[config.mk]
export PLATFORM = sky130hd
export DESIGN_NAME = stopwatch_timer_core
export DESIGN_NICKNAME = d
export VERILOG_FILES = /design/src/rtl/stopwatch_timer_core.sv
export SDC_FILE = /design/constraint.sdc
export NUM_CORES = 1
export LEC_CHECK = 0
export BUFFER_PORTS_ARGS = -buffer_cell sky130_fd_sc_hd__buf_2
export CAP_MARGIN = 20
export CORE_MARGIN = 1.5
export CORE_UTILIZATION = 34
export DETAILED_ROUTE_END_ITERATION = 10
export SETUP_SLACK_MARGIN = 0.2
export SYNTH_ARGS = -nofsm -noshare
export SYNTH_HDL_FRONTEND = slang
export SYNTH_SLANG_ARGS = --single-unit
[constraint.sdc]
create_clock -name clk -period 6 [get_ports clk]
set_clock_uncertainty 0.2 [all_clocks]
set_input_delay 0.9 -clock clk [delete_from_list [all_inputs] [get_ports clk]]
set_output_delay 0.9 -clock clk [all_outputs]
set_load 0.005 [all_outputs]
[src/rtl/stopwatch_timer_core.sv]
// stopwatch_timer_core: BCD stopwatch/timer with prescaler, up/down count, preset load and done pulse.
// Optional lap/split display freeze enabled by defining STOPWATCH_LAP_EN.
module stopwatch_timer_core #(
    parameter int TICK_DIV = 5000000,
    parameter int MIN_W    = 4,
    parameter int MIN_MAX  = 9
) (
    input  logic             clk,
    input  logic             reset,
    input  logic             start_stop,
    input  logic             clear,
    input  logic             load,
    input  logic             mode,
    input  logic             lap,
    input  logic [3:0]       preset_t,
    input  logic [3:0]       preset_s,
    input  logic [2:0]       preset_ten,
    input  logic [MIN_W-1:0] preset_min,
    output logic [3:0]       sec_t,
    output logic [3:0]       sec_s,
    output logic [2:0]       ten,
    output logic [MIN_W-1:0] min,
    output logic             running,
    output logic             done,
    output logic             lap_active
);
    localparam int PW = $clog2(TICK_DIV);
    localparam logic [MIN_W-1:0] MMAX = MIN_W'(MIN_MAX);

    logic [PW-1:0]    presc;
    logic             run_q, mode_q, done_q;
    logic [3:0]       t, s, nt, ns;
    logic [2:0]       tn, ntn;
    logic [MIN_W-1:0] m, nm;
    logic             tick, at_zero, term, c_t, c_s, c_tn;

    // One cascade serves both directions: carry on 9/5 counting up, borrow on 0 counting down.
    always_comb begin
        tick    = presc == PW'(TICK_DIV - 1);
        at_zero = {m, tn, s, t} == '0;
        c_t     = mode_q ? t == 4'd0 : t == 4'd9;
        c_s     = c_t && (mode_q ? s == 4'd0 : s == 4'd9);
        c_tn    = c_s && (mode_q ? tn == 3'd0 : tn == 3'd5);
        nt      = c_t ? (mode_q ? 4'd9 : 4'd0) : (mode_q ? t - 4'd1 : t + 4'd1);
        ns      = !c_t ? s : c_s ? (mode_q ? 4'd9 : 4'd0) : (mode_q ? s - 4'd1 : s + 4'd1);
        ntn     = !c_s ? tn : c_tn ? (mode_q ? 3'd5 : 3'd0) : (mode_q ? tn - 3'd1 : tn + 3'd1);
        nm      = !c_tn ? m : mode_q ? m - MIN_W'(1) : m + MIN_W'(1);
        term    = mode_q ? {nm, ntn, ns, nt} == '0
                         : (m == MMAX && tn == 3'd5 && s == 4'd9 && t == 4'd9);
    end

    always_ff @(posedge clk) begin
        if (reset) begin
            {t, s, tn, m} <= '0;
            presc         <= '0;
            run_q         <= 1'b0;
            mode_q        <= 1'b0;
            done_q        <= 1'b0;
        end else begin
            done_q <= 1'b0;
            if (!run_q) begin
                if (clear) begin
                    {t, s, tn, m} <= '0;
                    presc         <= '0;
                end else if (load) begin
                    t     <= preset_t > 4'd9 ? 4'd9 : preset_t;
                    s     <= preset_s > 4'd9 ? 4'd9 : preset_s;
                    tn    <= preset_ten > 3'd5 ? 3'd5 : preset_ten;
                    m     <= preset_min > MMAX ? MMAX : preset_min;
                    presc <= '0;
                end else if (start_stop && !(mode && at_zero)) begin
                    run_q  <= 1'b1;
                    mode_q <= mode;
                    presc  <= '0;
                end
            end else if (tick && term) begin
                // Counting up saturates at the maximum; counting down lands on zero.
                if (mode_q) {t, s, tn, m} <= {nt, ns, ntn, nm};
                run_q  <= 1'b0;
                done_q <= 1'b1;
                presc  <= '0;
            end else if (start_stop) begin
                run_q <= 1'b0;
            end else begin
                presc <= tick ? '0 : presc + PW'(1);
                if (tick) {t, s, tn, m} <= {nt, ns, ntn, nm};
            end
        end
    end

    assign running = run_q;
    assign done    = done_q;

`ifdef STOPWATCH_LAP_EN
    logic             lap_q;
    logic [3:0]       lt, ls;
    logic [2:0]       ltn;
    logic [MIN_W-1:0] lm;

    always_ff @(posedge clk) begin
        if (reset) begin
            lap_q <= 1'b0;
        end else if (run_q && lap) begin
            lap_q              <= 1'b1;
            {lt, ls, ltn, lm}  <= {t, s, tn, m};
        end else if (!run_q && (lap || clear || load)) begin
            lap_q <= 1'b0;
        end
    end

    assign lap_active = lap_q;
    assign sec_t      = lap_q ? lt : t;
    assign sec_s      = lap_q ? ls : s;
    assign ten        = lap_q ? ltn : tn;
    assign min        = lap_q ? lm : m;
`else
    logic unused_lap;
    assign unused_lap = lap;
    assign lap_active = 1'b0;
    assign sec_t      = t;
    assign sec_s      = s;
    assign ten        = tn;
    assign min        = m;
`endif
endmodule

==> impl_metrics.json, run 1 <==
{
  "finalCoreUtilization": 0.381,
  "power_frac_clock": 0.316,
  "ctsHoldBuffers": 0,
  "root_buffer": "clkbuf_8",
  "sw_frac_of_total": 0.353,
  "syn_area_um2": 3290,
  "grtUsageMet2": 0.321,
  "start_kind": "flop",
  "tightest_slew_ns": 1.02,
  "finalNetCount": 474,
  "hold_path.class": "reg2reg",
  "cts_sinks": 41,
  "insertion_delay_ns": 0.32,
  "yosysTopAreaCell": "dfxtp_1",
  "clk_path_buf_depth": 2,
  "dieArea_um2": 10300,
  "synth-seq-area-share": 0.249,
  "reg2reg_from": "mode_q$_SDFFE_PP0P_",
  "crit_type": "reg2reg",
  "port_buffers": 37,
  "grt_overflow_total": 0,
  "fin_setup_tns_ns": 0,
  "ir_drop_uv": 116,
  "clkTransAtPathRegs_ns": 0.10,
  "drive_gt1_frac": 0.154,
  "yosysUniqueCellTypes": 71,
  "vias": 3380,
  "placed_cell_area_um2": 3460,
  "setup_violations": 0,
  "fin_crit_ns": 3.96,
  "timing.fmax_mhz": 253,
  "cap_violations": 0,
  "grt_pass1_wl_mm": 16.2,
  "pwr-share-comb": 0.221,
  "synth_warnings": 0,
  "ioPinCount": 40,
  "met3_usage": 0.0290,
  "drcViolationCount": 0,
  "use_met1": 0.267,
  "yosysMostFrequentCell": "a21oi_1",
  "cts_tree": "yes",
  "place_congestion": 0.879,
  "synth_top_area_share": 0.249,
  "syn_nets": 460,
  "postSynthAreaPerCell_um2": 7.71,
  "cts_buffers": 5,
  "crit_required_ns": 5.95,
  "cp-end-kind": "flop",
  "finalInstanceArea_um2": 3560,
  "crit_arrival_ns": 3.91,
  "track_usage": 0.199,
  "die_h_um": 101,
  "crit_start": "mode_q$_SDFFE_PP0P_",
  "synth_top_cells_by_count": "44 x a21oi_1, 41 x dfxtp_1, 33 x nor2_1",
  "p_int_mw": 0.424,
  "pwr_density_cell_nw_per_um2": 184,
  "htreeDepth": 2,
  "critPathMaxFanout": 28,
  "cts_resized": 0,
  "syn_to_final_growth_pct": 8.10,
  "start_util": 0.353,
  "synth-seq-cells": 41,
  "syn_inst": 427,
  "async_flop_share": 0,
  "routed_via_density": 5.92,
  "grt_start_max_net_pins": 47,
  "power.switching_mw": 0.231,
  "grt_pass1_vias": 3109,
  "slew_viol_final": 0,
  "avgRoutedWirePerCell_um": 17.0,
  "dpl.hpwl_mm": 6.70,
  "power.leakage_nw": 1.26,
  "hold_viol": 0,
  "post-route-period-util": 0.660,
  "grt_antenna_before_repair": 0,
  "drtAntennaViolNets": 0,
  "synthFlopType": "dfxtp_1",
  "pwr-share-seq": 0.463,
  "worstHoldStart": "presc[1]$_SDFFE_PP0P_",
  "core_um2": 9330,
  "synth.area.top_cells": "dfxtp_1 25%, a21oi_1 6.7%, a211oi_1 3.9%",
  "synth_edf_count": 0,
  "initialDrtViolationCount": 204,
  "placementRows": 35,
  "postCtsSetupBuffers": 0,
  "dieWidth_um": 101,
  "n_antenna_cell": 0,
  "worst_slew_margin_rel": 0.319,
  "rsz0062_at_grt": "false",
  "busiest_layer": "met2",
  "status": "finished, final reports clean",
  "routed_wl_mm": 9.72,
  "dr.pass1.iters": 5
}
-- sequential cells by signal, summed over array words and instances (netlist names) --
name     cells
sec_t        4
running      1
done         1
mode_q       1
sec_s        4
ten          3
min          4
presc       23
-- worst paths after layout --
kind	endpoint	slack (ns)	cells past startpoint
max	sec_t[2]$_SDFFE_PP0P_	2.04	11
min	presc[1]$_SDFFE_PP0P_	0.30	2
max reg2reg	sec_t[2]$_SDFFE_PP0P_	2.04	11
min reg2reg	presc[1]$_SDFFE_PP0P_	0.30	2
-- metrics by stage --
stage / hold WS [ns] / cells / worst slack (ns) / power [mW]
after detailed placement: 0.294 / 563 / 2.16 / 0.453
after floorplan: 0.266 / 427 / 2.77 / 0.413
after global routing: 0.331 / 571 / 1.72 / 0.687
after CTS: 0.313 / 571 / 2.12 / 0.658
final: 0.303 / 571 / 2.04 / 0.655
after global placement: 0.282 / 563 / 2.15 / 0.451
-- kinds of logic (layout without fill, tap and decap cells) --
group	after synthesis	after routing	share of synthesized area
compound gates	154	154	0.316
xor+xnor	7	7	0.0186
fa+ha+maj	11	11	0.0509
buf+inv	43	58	0.0711
flops	41	41	0.249
mux	6	6	0.0186
other cells	1	1	0.00114
simple gates	164	164	0.274
-- worst max-delay path: stages, from the launching register on --
cell and delay (ns):
dfxtp_1 0.32, buf_4 0.29, clkinv_1 0.32, fa_1 0.46, xor2_1 0.23, o211ai_1 0.12
nor3_1 0.18, o22ai_1 0.11, and4bb_1 0.43, a21oi_2 0.14, nor2_1 0.80, a311oi_1 0.19
-- layer usage --
layer  part of all wire  wire, um
met1               0.46      4450
met2               0.47      4600
met3              0.052       509
met4              0.016       156
met5                  0         0
-- power groups by stage --
stage / Clock (mW) / Combinational (mW) / Sequential [mW]
2_1_floorplan: 0 / 0.114 / 0.298
3_3_place_gp: 0 / 0.142 / 0.309
3_5_place_dp: 0 / 0.143 / 0.309
4_1_cts: 0.211 / 0.145 / 0.303
5_1_grt: 0.219 / 0.162 / 0.306
6_report: 0.207 / 0.145 / 0.303
-- placed cells by master (no fill, tap or decap), types with 7 or more instances in the layout --
cell / instances
a21oi_1: 44
dfxtp_1: 41
buf_2: 37
nor2_1: 33
nand2_1: 29
o21ai_0: 24
nand3_1: 21
nor3_1: 18
a211oi_1: 17
nor4_1: 11
o21a_1: 9
inv_1: 8
a21o_1: 7
and3_1: 7
a31oi_1: 7
a311oi_1: 7
ha_1: 7
-- final cells by class --
type                            instances  area (um2)
Clock inverter                          3        25.0
Clock buffer                            5        68.8
Fill cell                             994        5770
Tap cell                              129         161
Inverter                               10        37.5
Timing Repair Buffer                   40         208
Sequential cell                        41         821
Multi-Input combinational cell        343        2240
No activity file was read; power rests on OpenSTA's default activity.
==> inputs of run 2 (changes only) <==
--- a/config.mk
+++ b/config.mk
@@ -5,6 +5,7 @@
 export SDC_FILE = /design/constraint.sdc
 export NUM_CORES = 1
 export LEC_CHECK = 0
+export ABC_AREA = 1
 export BUFFER_PORTS_ARGS = -buffer_cell sky130_fd_sc_hd__buf_2
 export CAP_MARGIN = 20
 export CORE_MARGIN = 1.5
==> constraint.sdc (replaced) <==
create_clock -name clk -period 4.1 [get_ports clk]
set_clock_uncertainty 0.2 [all_clocks]
set_input_delay 0.615 -clock clk [delete_from_list [all_inputs] [get_ports clk]]
set_output_delay 0.615 -clock clk [all_outputs]
set_load 0.005 [all_outputs]
==> run 2 against run 1 <==
- first-iteration DRC count shrank 20%
- register-to-register slack got worse by 1.4 ns
- synthesized cell count is 29% higher
- via count up 2.8%
- area after synthesis fell by 0.15%
- sequential power rose by 52%
- sequential share of layout area decreased by 0.80 points
- worst setup slack got worse by 1.4 ns
- maximum frequency grew 15%
- die area is 0.15% lower
==> impl_metrics.json, run 2 <==
{
  "yosysTopAreaCell": "dfxtp_1",
  "postCtsSetupBuffers": 0,
  "grt_antenna_before_repair": 0,
  "drcViolationCount": 0,
  "power_frac_clock": 0.321,
  "r2r_setup_slack_ns": 0.67,
  "ioPinCount": 40,
  "placementRows": 35,
  "status": "finished, final reports clean",
  "dieArea_um2": 10300,
  "synth_edf_count": 0,
  "start_util": 0.352,
  "slew_viol_final": 0,
  "cts_tree": "yes",
  "synth.area.top_cells": "dfxtp_1 25%, nand2_1 15%, nor2_1 12%",
  "synth_top_cells_by_count": "131 x nand2_1, 107 x nor2_1, 75 x inv_1",
  "synth-seq-area-share": 0.250,
  "whs_ns": 0.286,
  "cp_top_family": "simple AND/OR/NAND/NOR gates",
  "pwr_density_cell_nw_per_um2": 291,
  "timing.fmax_mhz": 291,
  "start_kind": "flop",
  "crit_required_ns": 4.09,
  "htreeDepth": 2,
  "die_h_um": 101,
  "min_to": "running$_SDFF_PP0_",
  "finalCoreUtilization": 0.395,
  "setup_violations": 0,
  "yosysMostFrequentCell": "nand2_1",
  "grt_pass1_vias": 3305,
  "syn_to_final_growth_pct": 12.1,
  "dr.pass1.iters": 4,
  "synth-seq-cells": 41,
  "worstRegToRegCells": 18,
  "dieWidth_um": 101,
  "cap_violations": 0,
  "most-common-layout-cells": "131 x nand2_1, 107 x nor2_1, 75 x inv_1",
  "worst_slew_margin_rel": 0.395,
  "vias": 3475,
  "grt_pass1_wl_mm": 15.1,
  "drtAntennaViolNets": 0,
  "track_usage": 0.183,
  "worstHoldStart": "reset",
  "cts_buffers": 5,
  "grt_overflow_total": 0,
  "reg2reg_from": "mode_q$_SDFFE_PP0P_",
  "whs_path_depth": 2,
  "clkTransAtPathRegs_ns": 0.08,
  "crit_type": "reg2reg",
  "ir_drop_uv": 120,
  "pwr-share-comb": 0.249,
  "syn_nets": 583,
  "synth_top_area_share": 0.250,
  "crit_arrival_ns": 3.42,
  "yosysUniqueCellTypes": 39,
  "synthFlopType": "dfxtp_1",
  "postSynthAreaPerCell_um2": 5.98,
  "r2r_end": "presc[4]$_SDFFE_PP0P_",
  "grt_start_max_net_pins": 41,
  "layout_commonest_cell": "nand2_1",
  "power.leakage_nw": 1.82,
  "root_buffer": "clkbuf_8",
  "fill_cells": 1010,
  "cp-end-kind": "flop",
  "sw_frac_of_total": 0.326,
  "rsz0062_at_grt": "false",
  "routed_via_density": 4.89,
  "cp_slowest_cell": "dfxtp_1",
  "routed_wl_mm": 8.93,
  "dpl.hpwl_mm": 6.50,
  "initialDrtViolationCount": 163,
  "top_register": "presc",
  "power.switching_mw": 0.350,
  "post-route-period-util": 0.837,
  "syn_area_um2": 3290,
  "worstPathCellList": "inv_2, nand3_1, nand2_2, nand2_2, inv_2, nand2_1, nand3_1, nor2_1, nand2_1, nor2_1, nand2_1, nand2_1, nand2_1, nand2_2, nand2_1, buf_4, o21ai_0, nor2_1",
  "critPathMaxFanout": 14,
  "cts_sinks": 41,
  "cpPeakStageDelay_ns": 0.76,
  "clk_path_buf_depth": 2,
  "synth_warnings": 0,
  "path_common_cell": "nand2_1",
  "largest_reg_flops": 23,
  "hold_path.class": "in2reg",
  "finalNetCount": 613,
  "pwr-share-seq": 0.429,
  "insertion_delay_ns": 0.30,
  "p_int_mw": 0.722,
  "hold_viol": 0,
  "async_flop_share": 0,
  "place_congestion": 0.865,
  "core_um2": 9330,
  "port_buffers": 37,
  "fin_setup_tns_ns": 0,
  "avgRoutedWirePerCell_um": 12.6,
  "n_antenna_cell": 0,
  "tightest_slew_ns": 0.905,
  "ctsHoldBuffers": 0,
  "crit_buf_inv": 3,
  "syn_inst": 550,
  "cts_resized": 0,
  "fin_crit_ns": 3.43,
  "drive_gt1_frac": 0.112,
  "total_power_mw": 1.07
}
[run 2: cell families after synthesis]
| family | count (synthesis) | synth area share |
|---|---|---|
| other | 1 | 0.00114 |
| flip-flops | 41 | 0.250 |
| AO/OA/AOI/OAI | 59 | 0.105 |
| AND/OR/NAND/NOR | 319 | 0.417 |
| buffers and inverters | 100 | 0.126 |
| XOR/XNOR | 19 | 0.0506 |
| adder cells (fa/ha/maj) | 11 | 0.0510 |
[run 2: worst register-to-register path: cells and delay by family, from the launching register on]
kind            cells  cell delay [ns]
compound gates      1             0.18
simple gates       14             1.57
buf+inv             3             0.63
flops               1             0.76
[run 2: stage by stage]
stage          std cells  setup slack [ns]  cell area (um2)
6_report             710             0.669             3690
5_1_grt              710             0.282             3690
4_1_cts              710             0.654             3690
3_5_place_dp         702             0.683             3570
3_3_place_gp         702             0.798             3570
2_1_floorplan        550              1.45             3290
[run 2: layout make-up]
| type | instances | area (um2) | share of cell area |
|---|---|---|---|
| flip-flops and latches | 41 | 821 | 0.223 |
| inverters | 79 | 297 | 0.0804 |
| clock buffers | 7 | 86.3 | 0.0234 |
| well taps | 129 | 161 | 0.0438 |
| clock inverters | 1 | 30.0 | 0.00815 |
| repair buffers | 44 | 238 | 0.0645 |
| multi-input cells | 409 | 2050 | 0.557 |
[run 2: how the worst max path moves through the flow]
| stage | depth (start not counted) | startpoint | slack, ns | endpoint |
|---|---|---|---|---|
| 2_1_floorplan | 18 | mode_q$_SDFFE_PP0P_ | 1.45 | min[3]$_SDFFE_PP0P_ |
| 3_3_place_gp | 18 | mode_q$_SDFFE_PP0P_ | 0.80 | presc[19]$_SDFFE_PP0P_ |
| 3_5_place_dp | 18 | mode_q$_SDFFE_PP0P_ | 0.68 | presc[4]$_SDFFE_PP0P_ |
| 4_1_cts | 18 | mode_q$_SDFFE_PP0P_ | 0.65 | presc[4]$_SDFFE_PP0P_ |
| 5_1_grt | 19 | mode_q$_SDFFE_PP0P_ | 0.28 | sec_t[2]$_SDFFE_PP0P_ |
| 6_report | 18 | mode_q$_SDFFE_PP0P_ | 0.67 | presc[4]$_SDFFE_PP0P_ |
[run 2: metal layers]
| metal | GRT usage | wire (um) | up-vias |
|---|---|---|---|
| li1 | - | - | 1802 |
| met1 | 0.220 | 4080 | 1586 |
| met2 | 0.330 | 4310 | 72 |
| met3 | 0.0290 | 335 | 15 |
| met4 | 0.0662 | 198 | 0 |
| met5 | 0 | 0 | - |
[run 2: power groups by stage]
stage          combinational, mW  clock [mW]  sequential [mW]
2_1_floorplan              0.198           0            0.462
3_3_place_gp               0.262           0            0.468
3_5_place_dp               0.266           0            0.469
4_1_cts                    0.268       0.360            0.460
5_1_grt                    0.308       0.373            0.466
6_report                   0.267       0.344            0.460
==> inputs of run 3 (changes only) <==
--- a/config.mk
+++ b/config.mk
@@ -5,7 +5,7 @@
 export SDC_FILE = /design/constraint.sdc
 export NUM_CORES = 1
 export LEC_CHECK = 0
-export ABC_AREA = 1
+export ABC_AREA = 0
 export BUFFER_PORTS_ARGS = -buffer_cell sky130_fd_sc_hd__buf_2
 export CAP_MARGIN = 20
 export CORE_MARGIN = 1.5
==> constraint.sdc (replaced) <==
create_clock -name clk -period 3.4 [get_ports clk]
set_clock_uncertainty 0.2 [all_clocks]
set_input_delay 0.51 -clock clk [delete_from_list [all_inputs] [get_ports clk]]
set_output_delay 0.51 -clock clk [all_outputs]
set_load 0.005 [all_outputs]
==> run 3 against run 2 <==
- hold slack got worse by 0.010 ns
- first-iteration DRC count fell by 5.5%
- non-clock buffer count rose by 59
- critical path depth fell by 6
- via count rose by 6.8%
- clock power rose by 6.4%
- utilization rose by 6.2 points
- sequential cell count did not move
- combinational power rose by 43%
- highest routed layer unchanged
==> impl_metrics.json, run 3 (synthesis results as in run 1) <==
{
  "status": "finished, final reports clean",
  "cpPeakStageDelay_ns": 0.46,
  "die_h_um": 101,
  "rsz0062_at_grt": "true",
  "finalInstanceArea_um2": 4260,
  "placementRows": 35,
  "grt_pass1_wl_mm": 17.9,
  "grt_pass1_vias": 3595,
  "crit_buf_inv": 4,
  "timing.final.ws_setup_ns": 0.155,
  "worstPathCellList": "or3b_4, buf_4, a2111oi_2, nand2_1, o221ai_1, and4bb_4, buf_6, a311oi_4, buf_4, buf_6, o31ai_4, a21oi_1",
  "r2r_end": "presc[16]$_SDFFE_PP0P_",
  "min_to": "mode_q$_SDFFE_PP0P_",
  "most-common-layout-cells": "57 x buf_4, 39 x a21oi_1, 39 x dfxtp_1",
  "core_um2": 9330,
  "port_buffers": 37,
  "crit_arrival_ns": 3.24,
  "dpl.hpwl_mm": 7.66,
  "timing.fmax_mhz": 308,
  "drtAntennaViolNets": 0,
  "place_ws_ns": -0.258,
  "grt_overflow_total": 0,
  "r2r_setup_slack_ns": 0.15,
  "slew_viol_final": 0,
  "routed_via_density": 5.85,
  "dieWidth_um": 101,
  "cts_sinks": 41,
  "hold_path.class": "in2reg",
  "cp_top_family": "compound AO/OA/AOI/OAI gates",
  "drive_gt1_frac": 0.321,
  "crit_type": "reg2reg",
  "htreeDepth": 2,
  "place_congestion": 0.870,
  "cts_buffers": 5,
  "vias": 3710,
  "placed_cell_area_um2": 3780,
  "tightest_slew_ns": 0.773,
  "n_antenna_cell": 0,
  "post-route-period-util": 0.954,
  "cp_slowest_cell": "a2111oi_2",
  "worstRegToRegCells": 12,
  "insertion_delay_ns": 0.32,
  "cp-end-kind": "flop",
  "avgRoutedWirePerCell_um": 17.5,
  "power.leakage_nw": 1.61,
  "worstHoldStart": "mode",
  "cap_violations": 0,
  "total_power_mw": 1.26,
  "drcViolationCount": 0,
  "track_usage": 0.220,
  "initialDrtViolationCount": 154,
  "ioPinCount": 40,
  "layout_commonest_cell": "buf_4",
  "dr.pass1.iters": 5,
  "clkTransAtPathRegs_ns": 0.09,
  "hold_viol": 0,
  "reg2reg_from": "mode_q$_SDFFE_PP0P_",
  "root_buffer": "clkbuf_8",
  "grt_antenna_before_repair": 0,
  "pwr_density_cell_nw_per_um2": 297,
  "start_kind": "flop",
  "top_register": "presc",
  "largest_reg_flops": 23,
  "critPathMaxFanout": 5,
  "whs_path_depth": 3,
  "start_util": 0.353,
  "crit_required_ns": 3.39,
  "routed_wl_mm": 11.1,
  "worst_slew_margin_rel": 0.482,
  "dieArea_um2": 10300,
  "cts_tree": "yes",
  "grt_start_max_net_pins": 31,
  "fin_crit_ns": 3.25,
  "setup_violations": 0,
  "finalNetCount": 537,
  "clk_path_buf_depth": 2,
  "ir_drop_uv": 162,
  "syn_to_final_growth_pct": 29.5
}
## run 3: cell count changes in the layout (fill, tap and decap cells not counted), moves of 8 or more
cell / delta
nand2_1: -103
inv_1: -67
a21oi_1: +17
nor2_1: -76
nor4_1: +8
buf_6: +8
nand3_1: -9
a211oi_1: +13
xor2_1: -11
buf_4: +50
nand4_1: -26
## run 3: per-stage QoR
stage / hold WS [ns] / util / cells / TNS [ns]
2_1_floorplan: 0.266 / - / 427 / 0
3_3_place_gp: 0.280 / 0.405 / 603 / -1.09
3_5_place_dp: 0.295 / 0.405 / 603 / -2.42
4_1_cts: 0.270 / 0.434 / 624 / 0
5_1_grt: 0.286 / 0.457 / 634 / 0
6_report: 0.276 / 0.457 / 634 / 0
## run 3: worst max-delay path by stage
| stage | endpoint | startpoint | cells past startpoint |
|---|---|---|---|
| final | presc[16]$_SDFFE_PP0P_ | mode_q$_SDFFE_PP0P_ | 12 |
| after global routing | presc[5]$_SDFFE_PP0P_ | mode_q$_SDFFE_PP0P_ | 12 |
| after CTS | presc[16]$_SDFFE_PP0P_ | mode_q$_SDFFE_PP0P_ | 13 |
| after detailed placement | sec_t[3]$_SDFFE_PP0P_ | sec_t[0]$_SDFFE_PP0P_ | 10 |
| after global placement | sec_t[3]$_SDFFE_PP0P_ | mode_q$_SDFFE_PP0P_ | 11 |
| after floorplan | min[1]$_SDFFE_PP0P_ | mode_q$_SDFFE_PP0P_ | 12 |
## run 3: final cells by class
cell class	instances	area, um2
Timing Repair Buffer	103	723
Clock inverter	3	25.0
Inverter	10	37.5
Sequential cell	41	826
Multi-Input combinational cell	343	2420
Tap cell	129	161
Fill cell	958	5070
Clock buffer	5	68.8
## run 3: timing repair
action | CTS | global route
pin swaps | 15 | 20
gates resized for setup | 21 | 33
hold buffers | 0 | 0
buffers inserted | 12 | 10
gates cloned | 1 | 0
setup endpoints to repair | 36 | 38
## run 3: per-layer routing
metal / vias up / share of wire / track usage
met5: - / 0 / 0
met3: 16 / 0.054 / 0.0400
met2: 110 / 0.51 / 0.393
met4: 0 / 0.016 / 0.0577
met1: 1794 / 0.42 / 0.273
li1: 1790 / - / -
## run 3: worst min-delay path, cell delays in order
cell and delay [ns]:
buf_2 0.10, mux2i_1 0.06, nor2_1 0.08
## run 3: power by group
group,internal (mW),total [mW],switching [mW]
registers,0.496,0.516,0.0207
clock network,0.150,0.366,0.216
logic,0.172,0.382,0.210
